<file path="src/rtl/fp_mul_arbiter.sv">
// rtl/fp_mul_arbiter.sv - round-robin arbiter sharing one combinational FP32 multiplier
//
// Purpose:
//   NUM_REQ requesters compete for one shared FP32 multiplier. A round-robin
//   winner's operands are registered onto mul_a/mul_b. The block then waits
//   MUL_LAT cycles, captures mul_result, and presents it with the winner's ID
//   under valid/ready handshaking. Only one operation is in flight at a time.
//
// Ports:
//   clk, rst              clock (rising edge), asynchronous active-high reset
//   req_valid/req_ready   per-requester handshake (at most one req_ready high)
//   req_a/req_b           packed operands, requester i at [32*i+31:32*i]
//   mul_a/mul_b           registered operands to the shared multiplier
//   mul_result            product returned by the shared multiplier
//   out_valid/out_ready   result handshake
//   out_result/out_id     captured product and owning requester index
//   busy                  high whenever the block is not idle
//   perf_ops/perf_stall   (only with FPMUL_ARB_PERF_EN) saturating counters of
//                         result handshakes and result-stall cycles
//
// Configuration macro: FPMUL_ARB_PERF_EN

module fp_mul_arbiter #(
    parameter int  NUM_REQ = 4,
    parameter int  MUL_LAT = 1,
    localparam int ID_W    = $clog2(NUM_REQ)
) (
    input  logic                   clk,
    input  logic                   rst,
    input  logic [NUM_REQ-1:0]     req_valid,
    output logic [NUM_REQ-1:0]     req_ready,
    input  logic [32*NUM_REQ-1:0]  req_a,
    input  logic [32*NUM_REQ-1:0]  req_b,
    output logic [31:0]            mul_a,
    output logic [31:0]            mul_b,
    input  logic [31:0]            mul_result,
    output logic                   out_valid,
    input  logic                   out_ready,
    output logic [31:0]            out_result,
    output logic [ID_W-1:0]        out_id,
    output logic                   busy
`ifdef FPMUL_ARB_PERF_EN
    ,
    output logic [31:0]            perf_ops,
    output logic [31:0]            perf_stall
`endif
);

    localparam int               CNT_W    = (MUL_LAT > 1) ? $clog2(MUL_LAT) : 1;
    localparam logic [CNT_W-1:0] CNT_LOAD = CNT_W'(MUL_LAT - 1);
    localparam logic [ID_W-1:0]  ID_LAST  = ID_W'(NUM_REQ - 1);

    typedef enum logic [1:0] {
        S_IDLE = 2'd0,
        S_WAIT = 2'd1,
        S_DONE = 2'd2
    } state_t;

    state_t            state_q, state_d;
    logic [CNT_W-1:0]  cnt_q, cnt_d;
    logic [ID_W-1:0]   rr_last_q, rr_last_d;
    logic [ID_W-1:0]   id_q, id_d;
    logic [ID_W-1:0]   out_id_q, out_id_d;
    logic [31:0]       mul_a_q, mul_a_d;
    logic [31:0]       mul_b_q, mul_b_d;
    logic [31:0]       out_result_q, out_result_d;

    logic              win_found;
    logic [ID_W-1:0]   win_idx;
    logic [ID_W-1:0]   cand_idx;
    logic [31:0]       win_a, win_b;
    logic              accept;

    // Round-robin search: start just after the last accepted requester and wrap.
    always_comb begin
        win_found = 1'b0;
        win_idx   = '0;
        cand_idx  = '0;
        for (int k = 1; k <= NUM_REQ; k++) begin
            cand_idx = ID_W'((int'(rr_last_q) + k) % NUM_REQ);
            if (!win_found && req_valid[cand_idx]) begin
                win_found = 1'b1;
                win_idx   = cand_idx;
            end
        end
    end

    always_comb begin
        win_a = '0;
        win_b = '0;
        for (int i = 0; i < NUM_REQ; i++) begin
            if (win_idx == ID_W'(i)) begin
                win_a = req_a[32*i +: 32];
                win_b = req_b[32*i +: 32];
            end
        end
    end

    // A new operation may start from IDLE, or from DONE in the same cycle the
    // pending result is consumed (back-to-back, no bubble).
    assign accept = win_found &&
                    ((state_q == S_IDLE) || ((state_q == S_DONE) && out_ready));

    // State register
    always_ff @(posedge clk or posedge rst) begin
        if (rst) begin
            state_q      <= S_IDLE;
            cnt_q        <= '0;
            rr_last_q    <= ID_LAST;
            id_q         <= '0;
            out_id_q     <= '0;
            mul_a_q      <= '0;
            mul_b_q      <= '0;
            out_result_q <= '0;
        end else begin
            state_q      <= state_d;
            cnt_q        <= cnt_d;
            rr_last_q    <= rr_last_d;
            id_q         <= id_d;
            out_id_q     <= out_id_d;
            mul_a_q      <= mul_a_d;
            mul_b_q      <= mul_b_d;
            out_result_q <= out_result_d;
        end
    end

    // Next-state and datapath
    always_comb begin
        state_d      = state_q;
        cnt_d        = cnt_q;
        rr_last_d    = rr_last_q;
        id_d         = id_q;
        out_id_d     = out_id_q;
        mul_a_d      = mul_a_q;
        mul_b_d      = mul_b_q;
        out_result_d = out_result_q;

        case (state_q)
            S_IDLE: begin
                if (accept) begin
                    state_d = S_WAIT;
                end
            end
            S_WAIT: begin
                if (cnt_q == '0) begin
                    out_result_d = mul_result;
                    out_id_d     = id_q;
                    state_d      = S_DONE;
                end else begin
                    cnt_d = cnt_q - CNT_W'(1);
                end
            end
            S_DONE: begin
                if (out_ready) begin
                    state_d = accept ? S_WAIT : S_IDLE;
                end
            end
            default: begin
                state_d = S_IDLE;
            end
        endcase

        // mul_a/mul_b only move on an accept, so the multiplier is never
        // re-driven while a captured result is still waiting.
        if (accept) begin
            mul_a_d   = win_a;
            mul_b_d   = win_b;
            id_d      = win_idx;
            rr_last_d = win_idx;
            cnt_d     = CNT_LOAD;
        end
    end

    // Outputs
    always_comb begin
        req_ready = '0;
        if (accept) begin
            req_ready[win_idx] = 1'b1;
        end
        out_valid = (state_q == S_DONE);
        busy      = (state_q != S_IDLE);
    end

    assign mul_a      = mul_a_q;
    assign mul_b      = mul_b_q;
    assign out_result = out_result_q;
    assign out_id     = out_id_q;

`ifdef FPMUL_ARB_PERF_EN
    logic [31:0] perf_ops_q, perf_ops_d;
    logic [31:0] perf_stall_q, perf_stall_d;

    always_ff @(posedge clk or posedge rst) begin
        if (rst) begin
            perf_ops_q   <= '0;
            perf_stall_q <= '0;
        end else begin
            perf_ops_q   <= perf_ops_d;
            perf_stall_q <= perf_stall_d;
        end
    end

    // Both counters saturate at all-ones rather than wrapping.
    always_comb begin
        perf_ops_d   = perf_ops_q;
        perf_stall_d = perf_stall_q;
        if ((state_q == S_DONE) && out_ready && (perf_ops_q != '1)) begin
            perf_ops_d = perf_ops_q + 32'd1;
        end
        if ((state_q == S_DONE) && !out_ready && (perf_stall_q != '1)) begin
            perf_stall_d = perf_stall_q + 32'd1;
        end
    end

    assign perf_ops   = perf_ops_q;
    assign perf_stall = perf_stall_q;
`endif

endmodule

</file>
<file path="config.mk">
export PLATFORM = sky130hd
export DESIGN_NAME = fp_mul_arbiter
export DESIGN_NICKNAME = d
export VERILOG_FILES = /design/src/rtl/fp_mul_arbiter.sv
export SDC_FILE = /design/constraint.sdc
export NUM_CORES = 1
export LEC_CHECK = 0
export CORE_AREA = 2 2 156 158
export DETAILED_ROUTE_END_ITERATION = 16
export DIE_AREA = 0 0 158 160
export SLEW_MARGIN = 15
export SYNTH_ARGS = -nofsm -noshare
export SYNTH_HDL_FRONTEND = slang
export SYNTH_SLANG_ARGS = --single-unit
export TNS_END_PERCENT = 1
</file>
<file path="constraint.sdc">
create_clock -name clk -period 4.5 [get_ports clk]
set_clock_uncertainty 0.05 [all_clocks]
set_input_delay 0.675 -clock clk [delete_from_list [all_inputs] [get_ports clk]]
set_output_delay 0.675 -clock clk [all_outputs]
set_load 0.05 [all_outputs]
</file>
Yosys cells after proc, flatten, opt, wreduce, memory -nomap -nowiden. Cells that the tools add are included.

Register bits after elaboration: 105. Input port bits: 295. Logic and storage cells: 79.

Add/subtract/negate cells: 5. Reduce and logical (&&, ||, !) cells: 16. Bitwise operators: 1. Multiplexer cells: 35. Order comparisons: 6. Equal/unequal tests: 8.

Operator list (count): two-way mux 32 bit (8); < comparator 2 x 3 -> 1 bit (second input constant) (5); two-way mux 2 bit (7); two-way mux 1 bit (13); binary-select mux 1 bit (select 2 bit) (4); == test 2 bit (second input constant) (3); logical AND 1 bit (6); one-hot mux 2 bit (3 select lines) (1); adder 2 x 1 -> 2 bit (second input constant) (2); adder 2 bit (second input constant) (2); == test 2 x 1 -> 1 bit (second input constant) (2); zero test 2 bit (2); two-way mux 4 bit (1); != test 2 bit (second input constant) (2); nonzero test 2 bit (2); zero test 1 bit (3); AND reduction 3 bit (1); demux 1 bit (select 2 bit) (1); >= comparator 2 x 1 -> 1 bit (second input constant) (1); != test 2 x 1 -> 1 bit (second input constant) (1); AND reduction 2 bit (1); logical OR 1 bit (1); inverter 1 bit (1); subtractor 1 bit (second input constant) (1).

Longest topological paths before layout. Gate-level depths: netlist (run 1).

Depth after elaboration: 18. Gate-level depth with buffers: 8. Mapped depth without buffers: 6.

Worst setup path before layout (run 1). OpenSTA, ideal clock, no wires.

Path type: in2out. Start: input req_valid[1]. End: output req_ready[1]. Path buffers: 2. Stages: 6. Slack: 1.417 ns. Arrival: 2.358 ns. Required time: 3.775 ns. Cells stage by stage: nor2b_1 > o21ba_2 > clkbuf_1 > clkbuf_1 > nor2_1 > nor2_1.

Cells in the longest elaborated chain, start to end: 17. Elaborated cells on any way between the ends: 29.

Ends and longest elaborated chain: from (decl) (line 30) `input logic [NUM_REQ-1:0] req_valid,`; binary-select mux 1 bit (select 2 bit) (line 81) `if (!win_found && req_valid[cand_idx]) begin`; two-way mux 1 bit (not written as such) (line 81); two-way mux 1 bit (line 81); zero test 1 bit (line 81); logical AND 1 bit (line 81); two-way mux 1 bit (line 81); zero test 1 bit (line 81); logical AND 1 bit (line 81); two-way mux 1 bit (line 81); zero test 1 bit (line 81); logical AND 1 bit (line 81); two-way mux 2 bit (line 81); < comparator 2 x 3 -> 1 bit (not written as such) or >= comparator 2 x 1 -> 1 bit (tied branches) (line 178) `req_ready[win_idx] = 1'b1;`; logical AND 1 bit (not written as such) (line 178); two-way mux 1 bit (not written as such) (line 178); demux 1 bit (select 2 bit) (line 178); two-way mux 4 bit * (line 177) `if (accept) begin`; to (decl) (line 31) `output logic [NUM_REQ-1:0] req_ready,`.

Mark *: on every way between the ends. The rest lies on a longest branch, timed or not. The select of a mux whose other input is x is not followed.

Worst setup path in the final report (run 1). Ends and elaborated chain as after synthesis.

==> flow_summary.json, run 1 <==
{
  "rrSetupSlack_ps": 1750,
  "avgViaCountPerCell": 4.92,
  "first_pass_iters": 6,
  "synth.largest_area_cell": "dfrtp_1",
  "gp_congestion": 0.794,
  "finalInstanceArea_sq_mm": 0.0106,
  "tightest_slew_ps": 909,
  "insertion_delay_ps": 360,
  "required_ps": 3770,
  "wirelength_um": 25100,
  "cts_hold_buf": 0,
  "diodes": 0,
  "cts_sinks": 104,
  "hold_viol": 0,
  "synth_top_area_share_pct": 43.2,
  "arrival_ps": 2900,
  "final-setup-viol-count": 0,
  "vdd_drop_max_uv": 426,
  "fillCellCount": 2349,
  "hold_path.class": "flop to flop",
  "clk_path_buf_depth": 2,
  "endpoint": "req_ready[1]",
  "dieHeight_um": 160,
  "h-tree-depth": 3,
  "area_delta_synth_final_pct": 78.7,
  "async_flop_share_pct": 100,
  "core_sq_mm": 0.0238,
  "cts_tree": "done",
  "synthTopCellsByCount": "dfrtp_1, a21oi_1, o21ai_0",
  "drc": 0,
  "ctsResizeCount": 0,
  "fmax_ghz": 0.276,
  "post_route_cells_drive_above_1_share_pct": 14.3,
  "numCtsBuffers": 9,
  "ys_seq_area_share_pct": 44.1,
  "grt_pass1_wl_um": 37100,
  "fin_nets": 1214,
  "die_x_um": 158,
  "critPathLaunchType": "primary input",
  "path_class": "primary input to output pin",
  "grt_max_degree": 105,
  "grt_overflow": 0,
  "yosysMostFrequentCell": "dfrtp_1",
  "wire_per_inst_um": 20.1,
  "io_pins": 399,
  "ant_nets": 0,
  "fin_crit_sh_pct": 80.5,
  "root_buffer": "clkbuf_16",
  "postCtsSetupBuffers": 0,
  "finalMaxSlewViolations": 0,
  "period_needed_ps": 3620,
  "r2r-end": "mul_a[16]",
  "post_synth_main_area_contributors": "dfrtp_1, mux2_2, a221o_1",
  "antenna_found_initial": 0,
  "path_max_fanout": 29,
  "r2r-start": "rr_last_q[1]",
  "synth_cells": 557,
  "drt_iter0_drc": 342,
  "yosys_warnings": 0,
  "dp_hpwl_um": 17200,
  "slew_headroom_pct": 39.4,
  "maxCapViolCount": 0,
  "portBuffers": 398,
  "vias": 6144,
  "rsz0062_at_grt": "false",
  "start_util_pct": 24.8,
  "cp-end-kind": "output pin",
  "synth_edf_count": 0,
  "clk_pin_slew_worst_paths_ps": 90,
  "outcome": "finished clean",
  "tns_ps": 0,
  "setup_ws_ps": 878,
  "first_global_vias": 6275,
  "rows": 57,
  "synth-seq-cells": 104,
  "power.static_leakage_nw": 4.15,
  "syn_area_per_cell_sq_um": 10.6,
  "syn-num-nets": 852,
  "r2r_cells": 6,
  "dp_slack_ps": 915,
  "ys.flop_type": "dfrtp_1",
  "synth_cell_types": 29,
  "powerDensity_mw_per_mm2": 708,
  "die_area_sq_mm": 0.0253,
  "netlist_area_sq_mm": 0.00591,
  "grt_usage_pct": 19.1,
  "placed_cell_area_sq_mm": 0.0103,
  "cp-startpoint": "req_valid[1]"
}
cells by family (layout without fill, tap and decap cells):
family / after synthesis / after routing / share of synthesized area, %
AO/OA/AOI/OAI: 203 / 203 / 23.1
buffers and inverters: 62 / 429 / 4.79
flip-flops: 104 / 104 / 44.1
multiplexers: 99 / 99 / 20.6
AND/OR/NAND/NOR: 89 / 89 / 7.41
sequential cells by signal (all words and copies together) (netlist names):
signal	cells
mul_a	32
state_q	2
id_q	2
rr_last_q	2
mul_b	32
out_id	2
out_result	32
cell usage in the layout, fill, tap and decap left out, types with 2 or more instances in the layout:
cell             count
inv_6                2
dfstp_2              2
mux2_4              27
buf_12               7
nand3_1             64
nor2b_1              3
clkbuf_16            9
nand2b_1             4
o21ai_0             65
buf_4               10
nand2_1              4
dfrtp_1            102
a21oi_1             66
mux2_1              11
mux2_2              60
a221o_1             64
inv_8                2
clkdlybuf4s50_1    394
nor2_1               9
worst min path at each step:
| stage | endpoint | cells after the start | from |
|---|---|---|---|
| 6_report | id_q[1] | 2 | id_q[1] |
| 5_1_grt | out_result[7] | 1 | out_result[7] |
| 4_1_cts | id_q[1] | 2 | id_q[1] |
| 3_5_place_dp | id_q[1] | 2 | id_q[1] |
| 3_3_place_gp | out_result[9] | 1 | out_result[9] |
| 2_1_floorplan | id_q[1] | 2 | id_q[1] |
power by group:
group / switching (mW) / internal [mW]
logic: 3.01 / 1.95
registers: 0.287 / 1.42
clock network: 0.421 / 0.395
per-stage QoR:
step | power [mW] | util (%) | hold slack [ps] | cells
4_1_cts | 7.57 | 44.3 | 460 | 1248
3_5_place_dp | 6.71 | 43.1 | 439 | 1232
5_1_grt | 7.88 | 44.3 | 476 | 1248
6_report | 7.48 | 44.3 | 455 | 1248
2_1_floorplan | 4.94 | - | 393 | 557
3_3_place_gp | 6.68 | 43.1 | 435 | 1232
worst max-delay path, stage by stage:
cell and delay, ps:
clkdlybuf4s50_1 540, nor2b_1 580, o21ba_2 260, buf_4 290, nor2_1 140, nor2_1 230
buf_12 170
routing by layer:
metal / track usage [%] / part of all wire [%]
met3: 4.88 / 8.3
met4: 5.69 / 1.9
met1: 23.0 / 40
met5: 0 / 0
met2: 33.4 / 49
cell type report:
class / count / area [sq um] / share of cell area, %
inverters: 2 / 10.0 / 0.0948
flip-flops and latches: 104 / 2610 / 24.7
clock buffers: 9 / 225 / 2.13
clock inverters: 7 / 72.6 / 0.687
multi-input cells: 391 / 3080 / 29.2
well taps: 324 / 405 / 3.84
repair buffers: 411 / 4160 / 39.4
Power figures use the tool's default switching activity.
==> run 2: changes to the inputs <==
Clock period 4.5 ns to 3.7 ns, I/O delays scaled along.
==> run 2 against run 1 <==
  * Total power rose by 21%
  * Core utilization rose by 0.074 points
  * Cell area rose by 0.17%
  * Critical path type unchanged
  * Critical endpoint unchanged
==> flow_summary.json, run 2 (synthesis results as in run 1) <==
{
  "drt_iter0_drc": 347,
  "utilization_pct": 44.4,
  "grt_max_degree": 68,
  "area_delta_synth_final_pct": 79.0,
  "path_common_cell": "nor2_1",
  "cts_sinks": 104,
  "cp-end-kind": "output pin",
  "cts_tree": "done",
  "powerDensity_mw_per_mm2": 858,
  "final_common_cell": "clkdlybuf4s50_1",
  "postCtsSetupBuffers": 0,
  "gp_congestion": 0.793,
  "grt_pass1_wl_um": 36900,
  "hold_slack_ps": 441,
  "antenna_found_initial": 0,
  "insertion_delay_ps": 340,
  "period_needed_ps": 3070,
  "placed_cell_area_sq_mm": 0.0103,
  "fin_crit_sh_pct": 83.1,
  "critPathLaunchType": "primary input",
  "clkPwrFrac_pct": 10.8,
  "fmax_ghz": 0.325,
  "arrival_ps": 2470,
  "core_sq_mm": 0.0238,
  "final_cell_mix": "clkdlybuf4s50_1, dfrtp_1, a21oi_1",
  "hold_end": "id_q[1]",
  "vias": 6196,
  "die_x_um": 158,
  "portBuffers": 398,
  "dp_hpwl_um": 17300,
  "avgViaCountPerCell": 4.95,
  "required_ps": 3090,
  "power_frac_comb_pct": 66.3,
  "wirelength_um": 24500,
  "ant_nets": 0,
  "grt_usage_pct": 18.9,
  "drc": 0,
  "slowest_stage": "o2bb2ai_4",
  "hp-start": "id_q[1]",
  "h-tree-depth": 3,
  "slew_headroom_pct": 41.9,
  "io_pins": 399,
  "r2r_cells": 6,
  "finalInstanceArea_sq_mm": 0.0106,
  "r2r-end": "mul_b[23]",
  "post_route_cells_drive_above_1_share_pct": 14.7,
  "hold_path.class": "flop to flop",
  "ctsResizeCount": 0,
  "internal_power_mw": 4.58,
  "critPathTopFamily": "buffers and inverters",
  "path_class": "primary input to output pin",
  "fillCellCount": 2297,
  "die_area_sq_mm": 0.0253,
  "wire_per_inst_um": 19.6,
  "p_sw_mw": 4.50,
  "fin_nets": 1218,
  "whs_path_depth": 2,
  "tightest_slew_ps": 872,
  "grt_overflow": 0,
  "finalMaxSlewViolations": 0,
  "power.static_leakage_nw": 4.17,
  "cp.buffers_inverters": 2,
  "rsz0062_at_grt": "false",
  "vdd_drop_max_uv": 366,
  "switching_share_pct": 49.5,
  "cts_hold_buf": 0,
  "first_global_vias": 6398,
  "rows": 57,
  "p_seq_share_pct": 23.0,
  "maxCapViolCount": 0,
  "hold_viol": 0,
  "numCtsBuffers": 9,
  "clk_pin_slew_worst_paths_ps": 80,
  "first_pass_iters": 5,
  "final-setup-viol-count": 0,
  "clk_path_buf_depth": 2,
  "cp_cell_sequence": "clkdlybuf4s50_1 > mux2i_1 > o2bb2ai_4 > nor2_1 > nor2_1 > buf_12",
  "dieHeight_um": 160,
  "root_buffer": "clkbuf_16",
  "start_util_pct": 24.8,
  "outcome": "finished clean",
  "r2r-start": "rr_last_q[1]",
  "diodes": 0,
  "rrSetupSlack_ps": 1060,
  "max_stage_delay_ps": 600,
  "path_max_fanout": 26,
  "tns_ps": 0
}
==> run 2: cell count changes in the layout (fill, tap and decap cells not counted), sizes merged <==
cell,before,now
inv,6,5
buf,17,21
clkinv,2,3
==> run 2: final cells by class <==
type | instances | area [sq um] | share of cell area (%)
clock buffers | 9 | 225 | 2.13
clock inverters | 7 | 72.6 | 0.686
inverters | 2 | 10.0 | 0.0947
multi-input cells | 391 | 3080 | 29.1
flip-flops and latches | 104 | 2610 | 24.6
well taps | 324 | 405 | 3.83
repair buffers | 415 | 4180 | 39.5
==> run 2: how the worst max path moves through the flow <==
stage,startpoint,slack (ps),endpoint,cells after the start
floorplan,rst,370,id_q[0],1
global placement,req_valid[1],610,req_ready[1],6
detailed placement,req_valid[1],570,req_ready[1],6
CTS,req_valid[1],570,req_ready[1],6
global route,req_valid[1],450,req_ready[3],6
finish,req_valid[1],630,req_ready[1],6
==> run 2: power groups by stage <==
stage	combinational, mW	sequential, mW	clock (mW)
final	6.01	2.08	0.976
after global routing	6.35	2.15	1.06
after CTS	6.07	2.09	1.01
after detailed placement	6.07	2.09	0
after global placement	6.04	2.09	0
after floorplan	2.15	3.86	0
==> run 2: worst min-delay path, delay by kind of cell, from the launching register on <==
family / cells / cell delay (ps)
flops: 1 / 350
simple gates: 2 / 120
==> run 2: through the flow <==
step | power, mW | setup WS [ps] | instances
floorplan | 6.01 | 366 | 557
global placement | 8.13 | 609 | 1236
detailed placement | 8.16 | 570 | 1236
CTS | 9.17 | 566 | 1252
global route | 9.57 | 445 | 1252
finish | 9.07 | 626 | 1252
==> run 2: layer usage <==
metal | track usage [%] | up-vias | routed length [um]
met5 | 0 | - | 0
met4 | 5.94 | 0 | 635
met3 | 4.72 | 35 | 2100
met2 | 31.8 | 321 | 11800
met1 | 23.6 | 2985 | 9980
li1 | - | 2855 | -
